File: src/rtl/pri_enc_scan.sv
// Registered request scanner: accepts a WIDTH-bit vector, then emits the index of
// each set bit once per beat in priority order, flagging the last one.
module pri_enc_scan #(
    parameter int WIDTH     = 8,
    parameter bit MSB_FIRST = 1'b1,
    localparam int IDXW     = $clog2(WIDTH)
) (
    input  logic             clk,
    input  logic             rst,
    input  logic             en,
    input  logic             in_valid,
    output logic             in_ready,
    input  logic [WIDTH-1:0] a,
    output logic             out_valid,
    input  logic             out_ready,
    output logic [IDXW-1:0]  out,
    output logic             out_last,
    output logic             out_zero
);

    typedef enum logic [1:0] {IDLE, SCAN, ZERO} state_t;

    state_t           state, state_n;
    logic [WIDTH-1:0] pending, pending_n;
    logic [IDXW-1:0]  idx;
    logic             last;
    logic             fire;

    // Priority index of pending; scan direction lets the last hit be the winner.
    always_comb begin
        idx = '0;
        if (MSB_FIRST) begin
            for (int i = 0; i < WIDTH; i++)
                if (pending[i]) idx = IDXW'(i);
        end else begin
            for (int i = WIDTH - 1; i >= 0; i--)
                if (pending[i]) idx = IDXW'(i);
        end
    end

    assign last = ((pending & (pending - WIDTH'(1))) == '0);

    always_comb begin
        in_ready  = en && (state == IDLE);
        out_valid = (state != IDLE);
        out       = (state == SCAN) ? idx : '0;
        out_last  = (state == SCAN) ? last : (state == ZERO);
        out_zero  = (state == ZERO);
    end

    assign fire = en && out_valid && out_ready;

    always_comb begin
        state_n   = state;
        pending_n = pending;
        case (state)
            IDLE: begin
                if (en && in_valid) begin
                    if (a != '0) begin
                        pending_n = a;
                        state_n   = SCAN;
                    end else begin
                        state_n   = ZERO;
                    end
                end
            end
            SCAN: begin
                if (fire) begin
                    pending_n = pending & ~(WIDTH'(1) << idx);
                    if (last) state_n = IDLE;
                end
            end
            ZERO: begin
                if (fire) state_n = IDLE;
            end
            default: begin
                state_n   = IDLE;
                pending_n = '0;
            end
        endcase
    end

    always_ff @(posedge clk) begin
        if (rst) begin
            state   <= IDLE;
            pending <= '0;
        end else begin
            state   <= state_n;
            pending <= pending_n;
        end
    end

endmodule
File: config.mk
export PLATFORM = sky130hd
export DESIGN_NAME = pri_enc_scan
export DESIGN_NICKNAME = d
export VERILOG_FILES = /design/src/rtl/pri_enc_scan.sv
export SDC_FILE = /design/constraint.sdc
export NUM_CORES = 1
export LEC_CHECK = 0
export ABC_AREA = 1
export BUFFER_PORTS_ARGS = -buffer_cell sky130_fd_sc_hd__buf_2
export CORE_MARGIN = 3
export CORE_UTILIZATION = 35
export CTS_CLUSTER_SIZE = 40
export DETAILED_ROUTE_END_ITERATION = 16
export MAX_ROUTING_LAYER = met4
export PLACE_DENSITY = 0.62
export SYNTH_ARGS = -nofsm -noshare
export SYNTH_HDL_FRONTEND = slang
export SYNTH_SLANG_ARGS = --single-unit
File: constraint.sdc
create_clock -name clk -period 1.95 [get_ports clk]
set_input_delay 0.39 -clock clk [delete_from_list [all_inputs] [get_ports clk]]
set_output_delay 0.39 -clock clk [all_outputs]
set_load 0.01 [all_outputs]
After elaboration in Yosys (flattened, before gate mapping)
Cells that the tools add are included.
{ "totals": {"register_bits": 10, "in_bits": 13, "word_cells": 44, "output_inout_bits": 7} }
{ "op_classes": {"reduce_logical": 10, "eq_ne": 7, "bitwise": 4, "muxes": 19, "add_sub_neg": 1, "shift": 1} }
{ "ops": {"columns": ["operator", "n"], "rows": [
  ["$mux 8", 3],
  ["$pmux 8 s3", 1],
  ["$mux 3", 7],
  ["$and 8x8->8", 2],
  ["$mux 2", 5],
  ["$logic_not 8->1", 1],
  ["$not 8->8", 1],
  ["$reduce_and 4->1", 2],
  ["$reduce_bool 8->1", 1],
  ["$shl 1x3->8 const A", 1],
  ["$sub 8x1->8 const B", 1],
  ["$ne 2x1->1 const B", 3],
  ["$pmux 2 s3", 1],
  ["$logic_and 1x1->1", 4],
  ["$ne 2x2->1 const B", 2],
  ["$eq 2x1->1 const B", 1],
  ["$eq 2x2->1 const B", 1],
  ["$logic_not 2->1", 1],
  ["$mux 1", 2],
  ["$reduce_bool 2->1", 1],
  ["$not 1->1", 1]
]} }

Depth between registers and ports, before layout
{ "depth": {"word_depth": 12, "ltp_mapped": 11, "depth_no_buf": 11} }

Least setup slack after synthesis
No wires, ideal clock.
{ "synth_path": {"path_kind": "flip-flop to output port", "startpoint": "reg pending[4]", "endpoint": "out out_last", "t_arrival_ns": 0.981, "slack_ns": 0.579, "stages_incl_launch_ff": 6, "required_ns": 1.560, "path_buffers": 0, "cell_sequence": "dfxtp_1 nor2_1 nand2_1 nand2_1 nand3_1 o21bai_1"} }
{ "synth_between": {"elab_chain_cells": 4} }
{ "synth_rtl": {"columns": ["element", "line_no", "source"], "rows": [
  ["from (decl)", "24", "logic [WIDTH-1:0] pending, pending_n;"],
  ["from (signal assigned)", "89", "pending <= pending_n;"],
  ["$sub 8x1->8", "41", "assign last = ((pending & (pending - WIDTH'(1))) == '0);"],
  ["$and 8x8->8 *", "41", null],
  ["$logic_not 8->1 *", "41", null],
  ["$mux 1 *", "47", "out_last = (state == SCAN) ? last : (state == ZERO);"],
  ["to (decl)", "17", "output logic out_last,"]
]} }
Every way passes the cells marked *; elsewhere a longest branch is shown, timed or not.

Worst setup path after layout
Ends and elaborated chain as after synthesis.

==> qor.yml <==
min_path:
  hold_class: "input pin to register"
  whs_path_depth: 2
  min_from: "rst"
  holdPathEnd: "pending[7]$_SDFFE_PP0P_"
clock_tree:
  insertion_delay_ns: 0.26
  cts_made_buffers: 3
  clk_path_buf_depth: 2
  cts-resized-gates: 0
  hold_buffers: 0
  cts_root_buf: "clkbuf_4"
  clk_pin_slew_ns: 0.07
  cts_tree: "built"
  clkSinkCount: 10
  postCtsSetupRepairBufs: 0
  htree_num_levels: 1
drt:
  vias: 859
  ant_nets: 0
  drtIter0Drc: 26
  via_per_inst: 4.88
  drt_first_pass_iters: 4
  drcViolationCount: 0
  wl_mm: 1.70
  wl_per_cell_um: 9.66
floorplanning:
  die-area_mm2: 0.00271
  design.core.area_mm2: 0.00198
  start_util_pct: 37.5
  num_rows: 16
  die_h_um: 52.1
  die_x_um: 52.1
  boundaryPins: 20
global_route:
  grt_remaining_overflow: 0
  grt_max_degree: 14
  grt_pass1_vias: 728
  antenna_found_initial: 0
  gr-usage-all-layers_pct: 14.5
  grt_pass1_wl_mm: 2.91
sta:
  fin_crit_sh_pct: 94.2
  min_period_ns: 1.84
  hold_viol_final: 0
  fmax_mhz: 544
  maxSlewViolCount: 0
  maxSlewHeadroom_pct: 80.3
  fin_ws_ns: 0.113
  worstMarginPinSlew_ns: 0.294
  setup_violations: 0
  rsz0062_at_grt: "false"
  clock_skew_ns: 0.00132
  fin_setup_tns_ns: 0
critical_path:
  cp-end-kind: "output pin"
  reg2reg_from: "state[0]$_SDFFE_PP0P_"
  start_kind: "register"
  r2r_setup_slack_ns: 0.48
  cp_max_fo: 5
  worstPathArrival_ns: 1.45
  reg2reg_depth: 8
  timing.rr.end: "pending[3]$_SDFFE_PP0P_"
  crit_required_ns: 1.56
  crit_type: "register to output pin"
power:
  ir_worst_vdd_mv: 0.560
  report.power.total_w: 0.00105
  p_per_area_mw_per_mm2: 1170
  p_leak_nw: 0.440
placement:
  port_buffers: 19
  hpwl_mm: 1.43
  place_congestion: 0.918
  place_ws_ns: 0.432
  dp.cells: 172
layout:
  nNetsFinal: 163
  final-instance-count-excl-fill: 176
  final_common_cell: "nand2_1"
  diodes: 0
  final_util_pct: 45.4
  final_cell_mix: "nand2_1, buf_2, nor2_1"
  fillerInstances: 210
  syn2layout_area_growth_pct: 21.0
  drive_above_1_share_pct: 21.5
synthesis:
  yosysWarnings: 0
  synth_area_leader_cell: "dfxtp_1"
  yosysSeqAreaShare_pct: 26.9
  yosys-top-cells-area: "dfxtp_1, nand2_1, a21oi_1"
  synth_top_area_share_pct: 26.9
  syn-cell-area_um2: 743
  syn_area_per_cell_um2: 5.81
  synthCells: 128
  ys_ff_latch: 10
  synth_cell_types: 18
  synth_nets: 141
status:
  status: "complete, no violations"
run:
  maxCapViolCount: 0
power by group:
group | internal, W | leakage, nW | switching (W) | total, W
registers | 0.000247 | 0.0817 | 0.0000448 | 0.000292
logic | 0.000203 | 0.337 | 0.000373 | 0.000575
clock network | 0.000113 | 0.0210 | 0.0000693 | 0.000183
synthesized netlist by cell type:
| cell type | instances |
|---|---|
| inv_1 | 14 |
| nand2_1 | 43 |
| nor2_1 | 16 |
| o21ai_4 | 1 |
| buf_2 | 1 |
| o21ai_0 | 3 |
| nand3_2 | 1 |
| nand4_1 | 8 |
| inv_2 | 3 |
| a21oi_1 | 13 |
| buf_1 | 1 |
| nand3_1 | 9 |
| nor2_4 | 1 |
| nand2_4 | 1 |
| o21bai_2 | 1 |
| dfxtp_1 | 10 |
| nor2_2 | 1 |
| o21bai_1 | 1 |
critical path, cell delays in order, from the launching register on:
cell      delay (ns)
dfxtp_1         0.35
nor2_1          0.25
nand2_1         0.13
nand2_1         0.09
nand3_1         0.11
o21bai_1        0.13
buf_2           0.14
per-layer routing:
metal / up-vias / track usage, % / part of all wire (%)
li1: 457 / - / -
met1: 376 / 18.2 / 47
met2: 24 / 21.8 / 46
met3: 2 / 1.43 / 5.5
met4: 0 / 9.61 / 1.0
met5: - / - / 0
state kept, by name, summed over array words and instances, names as in the netlist:
signal and cells:
state 2, pending 8
final cells by class:
cell class	instances	area, µm²	share of cell area (%)
Multi-Input combinational cell	99	470	52.3
Sequential cell	10	200	22.3
Timing Repair Buffer	19	95.1	10.6
Inverter	17	63.8	7.09
Clock buffer	4	36.3	4.03
Tap cell	27	33.8	3.76
how the worst max path moves through the flow:
stage                                       start       end  cells past startpoint
after floorplan           pending[4]$_SDFFE_PP0P_  out_last                      5
after global placement    pending[4]$_SDFFE_PP0P_  out_last                      6
after detailed placement  pending[4]$_SDFFE_PP0P_  out_last                      6
after CTS                 pending[4]$_SDFFE_PP0P_  out_last                      6
after global routing      pending[6]$_SDFFE_PP0P_  out_last                      6
final                     pending[4]$_SDFFE_PP0P_  out_last                      6
cell families after synthesis:
logic type / synth area share (%)
DFF: 26.9
and+or+nand+nor: 47.8
AOI/OAI and AO/OA: 15.5
buffers and inverters: 9.76
through the flow:
step	hold slack (ns)	instance area (µm²)
after floorplan	0.439	743
after global placement	0.458	863
after detailed placement	0.463	863
after CTS	0.382	900
after global routing	0.389	900
final	0.386	900
(Power assumes the default switching activity.)
